==> src/rtl/divider_sequencer.sv <==
// rtl/divider_sequencer.sv - control stage for unsigned restoring division driving an external quotient step
module divider_sequencer #(
    parameter int WIDTH = 32
) (
    input  logic             clk,
    input  logic             rst_n,
    input  logic             start,
    output logic             in_ready,
    input  logic [WIDTH-1:0] dividend,
    input  logic [WIDTH-1:0] divisor,
    output logic [WIDTH-1:0] step_r_in,
    output logic [WIDTH-1:0] step_d,
    output logic [WIDTH-1:0] step_q_in,
    input  logic [WIDTH-1:0] step_r_out,
    input  logic [WIDTH-1:0] step_q_out,
    output logic             out_valid,
    input  logic             out_ready,
    output logic [WIDTH-1:0] quotient,
    output logic [WIDTH-1:0] remainder,
    output logic             div_by_zero
);

    localparam logic [1:0] S_IDLE = 2'd0;
    localparam logic [1:0] S_RUN  = 2'd1;
    localparam logic [1:0] S_DONE = 2'd2;

    localparam int          CW   = $clog2(WIDTH);
    localparam logic [CW-1:0] LAST = CW'(WIDTH - 1);

    logic [1:0]       state;
    logic [WIDTH-1:0] r_q;
    logic [WIDTH-1:0] q_q;
    logic [WIDTH-1:0] dvd_sh;
    logic [WIDTH-1:0] d_q;
    logic [CW-1:0]    count;
    logic             dbz_q;

    assign step_r_in = {r_q[WIDTH-2:0], dvd_sh[WIDTH-1]};
    assign step_d    = d_q;
    assign step_q_in = q_q;

    always_ff @(posedge clk) begin
        if (!rst_n) begin
            state  <= S_IDLE;
            r_q    <= '0;
            q_q    <= '0;
            dvd_sh <= '0;
            d_q    <= '0;
            count  <= '0;
            dbz_q  <= 1'b0;
        end else begin
            case (state)
                S_IDLE: begin
                    if (start) begin
                        dvd_sh <= dividend;
                        d_q    <= divisor;
                        count  <= '0;
                        // A zero divisor skips the iterations and presents the fixed result directly
                        if (divisor == '0) begin
                            r_q   <= dividend;
                            q_q   <= '1;
                            dbz_q <= 1'b1;
                            state <= S_DONE;
                        end else begin
                            r_q   <= '0;
                            q_q   <= '0;
                            dbz_q <= 1'b0;
                            state <= S_RUN;
                        end
                    end
                end
                S_RUN: begin
                    dvd_sh <= dvd_sh << 1;
                    count  <= count + 1'b1;
                    // With R's top bit set the shifted value exceeds 2^WIDTH, so the step's
                    // compare is meaningless; the subtraction always succeeds.
                    if (!r_q[WIDTH-1]) begin
                        r_q <= step_r_out;
                        q_q <= step_q_out;
                    end else begin
                        r_q <= step_r_in - d_q;
                        q_q <= {q_q[WIDTH-2:0], 1'b1};
                    end
                    if (count == LAST) begin
                        state <= S_DONE;
                    end
                end
                S_DONE: begin
                    if (out_ready) begin
                        state <= S_IDLE;
                        dbz_q <= 1'b0;
                    end
                end
                default: state <= S_IDLE;
            endcase
        end
    end

    assign in_ready    = (state == S_IDLE);
    assign out_valid   = (state == S_DONE);
    assign quotient    = out_valid ? q_q : '0;
    assign remainder   = out_valid ? r_q : '0;
    assign div_by_zero = out_valid & dbz_q;

endmodule

==> config.mk <==
export PLATFORM = sky130hd
export DESIGN_NAME = divider_sequencer
export DESIGN_NICKNAME = d
export VERILOG_FILES = /design/src/rtl/divider_sequencer.sv
export SDC_FILE = /design/constraint.sdc
export NUM_CORES = 1
export LEC_CHECK = 0
export ABC_AREA = 1
export CAP_MARGIN = 20
export CORE_MARGIN = 2
export CORE_UTILIZATION = 50
export CTS_BUF_LIST = sky130_fd_sc_hd__clkbuf_4
export DETAILED_ROUTE_END_ITERATION = 10
export PLACE_DENSITY = 0.94
export SYNTH_ARGS = -nofsm -noshare
export SYNTH_HDL_FRONTEND = slang
export SYNTH_SLANG_ARGS = --single-unit
==> constraint.sdc <==
create_clock -name clk -period 3.7 [get_ports clk]
set_input_delay 0.37 -clock clk [delete_from_list [all_inputs] [get_ports clk]]
set_output_delay 0.37 -clock clk [all_outputs]
set_load 0.03 [all_outputs]
# Word level (Yosys, flattened, before mapping)
# Cells that the tools add are included.
word_totals:
  output_inout_bits: 163
  regBits: 136
op_classes:
  addsub: 2
  bitwise: 1
  mux: 23
  n_eq_ne: 6
  reduce_logical: 8
op_table:
  columns: ["op", "n"]
  rows:
  - ["$mux 32", 9]
  - ["$pmux 32 s2", 3]
  - ["$logic_not 32->1", 1]
  - ["$sub 32x32->32", 1]
  - ["$pmux 5 s2", 1]
  - ["$mux 2", 4]
  - ["$pmux 2 s3", 1]
  - ["$reduce_and 3->1", 2]
  - ["$add 5x1->5 const B", 1]
  - ["$eq 5x5->1 const B", 1]
  - ["$mux 5", 1]
  - ["$ne 2x2->1 const B", 2]
  - ["$reduce_and 2->1", 2]
  - ["$reduce_bool 2->1", 2]
  - ["$mux 1", 3]
  - ["$eq 2x1->1 const B", 1]
  - ["$eq 2x2->1 const B", 1]
  - ["$logic_not 2->1", 1]
  - ["$ne 2x1->1 const B", 1]
  - ["$pmux 1 s2", 1]
  - ["$and 1x1->1", 1]

# Logic depth before layout (Yosys ltp)
logic_depth:
  depth_word: 4
  ltp_mapped: 16
  ltp_nobuf: 16

# Least setup slack after synthesis
# Ideal clock, no wire load.
synth_path:
  kind: "register to output"
  start: "register state[1]"
  end: "output port quotient[12]"
  path_buffers: 2
  path_stages_with_launch: 7
  slack_ns: 1.538
  arrival_ns: 1.792
  cell_sequence: "dfxtp_1 inv_1 nor2_1 inv_1 clkbuf_1 buf_1 nor2_1"
synth_between:
  elab_chain_len: 2
synth_lines:
  columns: ["element", "line_no", "rtl"]
  rows:
  - ["start: declaration", "30", "logic [1:0] state;"]
  - ["start signal: assignment", "44", "state <= S_IDLE;"]
  - ["start signal: assignment", "63", "state <= S_DONE;"]
  - ["start signal: assignment", "68", "state <= S_RUN;"]
  - ["$eq 2x2->1", "100", "assign out_valid = (state == S_DONE);"]
  - ["net out_valid", "16", "output logic out_valid,"]
  - ["$mux 32", "101", "assign quotient = out_valid ? q_q : '0;"]
  - ["end: declaration", "18", "output logic [WIDTH-1:0] quotient,"]
# The timed path passes the listed nets, and every way through them passes these cells.

# Final worst setup path
layout_path:
  start: "register state[1]"
  end: "output port remainder[6]"
layout_between:
  elab_chain_len: 2
layout_lines:
  columns: ["element", "line_no", "rtl"]
  rows:
  - ["$eq 2x2->1", "100", null]
  - ["$mux 32", "102", "assign remainder = out_valid ? r_q : '0;"]
  - ["end: declaration", "19", "output logic [WIDTH-1:0] remainder,"]
# No other way between the ends.

==> run_results.csv <==
group,metric,value,unit
floorplan,coreArea,18020,um2
logic_synthesis,yosysUniqueCellTypes,38,
placed_design,dp_slack,1184,ps
critical_path,path_cells,"inv_1 > nor2_1 > inv_2 > buf_4 > nor2_1 > clkdlybuf4s50_1",
logic_synthesis,postSynth.asyncResetShare,0,%
floorplan,ios,295,
power,swShare,42.98,%
logic_synthesis,synth_cells,1522,
placed_design,place_area,11960,um2
power,pwr-share-comb,45.2,%
power,worst_ir_drop_vdd,0.2444,mV
sta,slew_violations,0,
power,p_switching,2.372,mW
min_path,hold_path_class,"primary input to flop",
power,power_frac_clock,22.3,%
power,seqPwrFrac,32.5,%
sta,fin_crit_sh,83.99,%
critical_path,r2r_cells,7,
status,status,"finished clean",
critical_path,crit_top_cell,"nor2_1",
placed_design,dp_hpwl,24110,um
detailed_routing,ant_nets,0,
global_route,antenna_found_initial,0,
logic_synthesis,synth_edf_count,0,
floorplan,dieHeight,139.6,um
detailed_routing,drc,0,
final_layout,layout-drive-gt1-share,3.950,%
detailed_routing,via_count,10757,
floorplan,die_x,139.6,um
critical_path,worstPathRequired,3330,ps
logic_synthesis,synth_seq_area_share,29.61,%
final_layout,layout_commonest_cell,"nand2_1",
critical_path,start_kind,"flop",
power,power_leakage,5.380,nW
min_path,hold_depth,3,
sta,hold_violations,0,
critical_path,crit_path_max_incr_delay,620,ps
critical_path,path_buf_inv,4,
clock_network,ctsHoldBuffers,0,
critical_path,critPathKind,"flop to output pin",
clock_network,cts_setup_buffers,0,
clock_network,tritoncts,"done",
critical_path,crit_slowest_cell,"clkdlybuf4s50_1",
clock_network,clk_latency,580,ps
floorplan,dieArea,19490,um2
flow_run,maxCapViolCount,0,
detailed_routing,wl,32400,um
clock_network,clk_pin_slew_worst_paths,130,ps
sta,relSlewSlack,46.57,%
critical_path,crit_family,"buffers and inverters",
final_layout,final_nets,1900,
sta,rsz0062_at_grt,"false",
clock_network,cts_resized,0,
sta,clock.fmax,321.8,MHz
sta,skew,18.14,ps
logic_synthesis,syn-num-nets,1688,
clock_network,cts.sinks,136,
placed_design,gp_congestion,0.9753,
global_route,grt_first_pass_wirelength,51590,um
logic_synthesis,synth-seq-cells,136,
global_route,grt_overflow,0,
clock_network,numCtsBuffers,17,
critical_path,cp_max_fo,48,
sta,period_needed,3108,ps
final_layout,area_growth,34.20,%
power,p_int,3.146,mW
power,power,5.517,mW
final_layout,fin_area,12340,um2
logic_synthesis,synth_area,9196,um2
detailed_routing,dr.pass1.iters,6,
final_layout,utilization,68.47,%
critical_path,crit_cells,6,
final_layout,layout_common_cells,"nand2_1, clkdlybuf4s50_1, inv_1, nor2_1, o21ai_0",
floorplan,initial_utilization,51.02,%
logic_synthesis,synth.avg_cell_area,6.042,um2
final_layout,num_antenna_cells,0,
detailed_routing,viasPerCell,5.444,
clock_network,max-clock-path-buffers,2,
detailed_routing,wl_per_cell,16.39,um
global_route,grt_usage,32.53,%
logic_synthesis,ys.flop_type,"dfxtp_1",
critical_path,endpoint_kind,"output pin",
detailed_routing,drt-initial-drc-count,852,
clock_network,root_buffer,"clkbuf_4",
clock_network,htree_levels,4,
critical_path,worstPathArrival,2740,ps
global_route,grt_pass1_vias,10270,
global_route,grt_max_degree,115,
placed_design,port_buffers,294,
floorplan,placementRows,49,
sta,worst_slack,592.2,ps
power,power_density,447.0,nW/um2
sta,tightest_slew,801.4,ps
sta,setup_tns,0,ps
sta,finalSetupViolCount,0,
logic_synthesis,yosysWarnings,0,
worst reg2reg max path: stages (launching register included):
cell      delay [ps]
dfxtp_1          360
inv_1             90
nand2_4          280
nand2_4          260
inv_1            550
buf_4            370
nand2_1           90
a221oi_1         340
power by group through the flow:
stage / combinational [mW] / sequential, mW / clock, mW
2_1_floorplan: 1.54 / 1.93 / 0
3_3_place_gp: 2.40 / 1.81 / 0
3_5_place_dp: 2.45 / 1.82 / 0
4_1_cts: 2.46 / 1.79 / 1.23
5_1_grt: 2.76 / 1.81 / 1.29
6_report: 2.49 / 1.79 / 1.23
metrics by stage:
stage | hold slack (ps) | cells
floorplan | 441.0 | 1522
global placement | 450.9 | 1943
detailed placement | 463.3 | 1943
CTS | 204.4 | 1975
global route | 210.5 | 1976
finish | 227.5 | 1976
registers in the layout, indices dropped and copies added (netlist names):
signal,cells
state,2
count,5
dvd_sh,32
dbz_q,1
step_d,32
step_q_in,32
r_q,32
kinds of logic (layout without fill, tap and decap cells):
family | after synthesis | count (layout) | share of synthesized area, %
simple gates | 621 | 621 | 27.07
compound gates | 374 | 374 | 21.65
buf+inv | 342 | 567 | 15.54
flops | 136 | 136 | 29.61
fa+ha+maj | 34 | 34 | 4.708
xor+xnor | 15 | 15 | 1.429
layer usage:
metal / vias to the layer above / GRT usage, % / wire length, um
met4: 0 / 13.16 / 1307
met2: 567 / 56.27 / 15520
met5: - / 0 / 0
met3: 110 / 7.261 / 2928
li1: 5246 / - / -
met1: 4834 / 39.20 / 12640
worst paths after layout:
path	start	endpoint	slack [ps]
worst max-delay path	state[1]	remainder[6]	590
worst min-delay path	rst_n	dvd_sh[0]	230
worst max register to register	state[1]	count[2]	1240
worst min register to register	dvd_sh[0]	dvd_sh[0]	480
area by class of cell:
class | count | area, um2
fill | 1603 | 5683
multi-input combinational | 1044 | 5062
timing repair buffer | 307 | 3055
sequential | 136 | 2726
inverter | 228 | 858.3
tap | 229 | 286.5
clock inverter | 15 | 225.2
clock buffer | 17 | 127.6
synth_stat cells (6+ instances only):
| cell type | number | area [um2] |
|---|---|---|
| nand2_1 | 328 | 1231 |
| inv_1 | 226 | 848.3 |
| nor2_1 | 214 | 803.3 |
| o21ai_0 | 175 | 875.8 |
| dfxtp_1 | 136 | 2723 |
| a21oi_1 | 117 | 585.6 |
| a31oi_1 | 67 | 419.2 |
| clkbuf_1 | 65 | 244.0 |
| nand3_1 | 48 | 240.2 |
| ha_1 | 33 | 412.9 |
| buf_4 | 32 | 240.2 |
| xor2_1 | 12 | 105.1 |
| nor2_2 | 11 | 68.82 |
| buf_1 | 9 | 33.78 |
| buf_2 | 6 | 30.03 |
No activity file was read; power rests on OpenSTA's default activity.
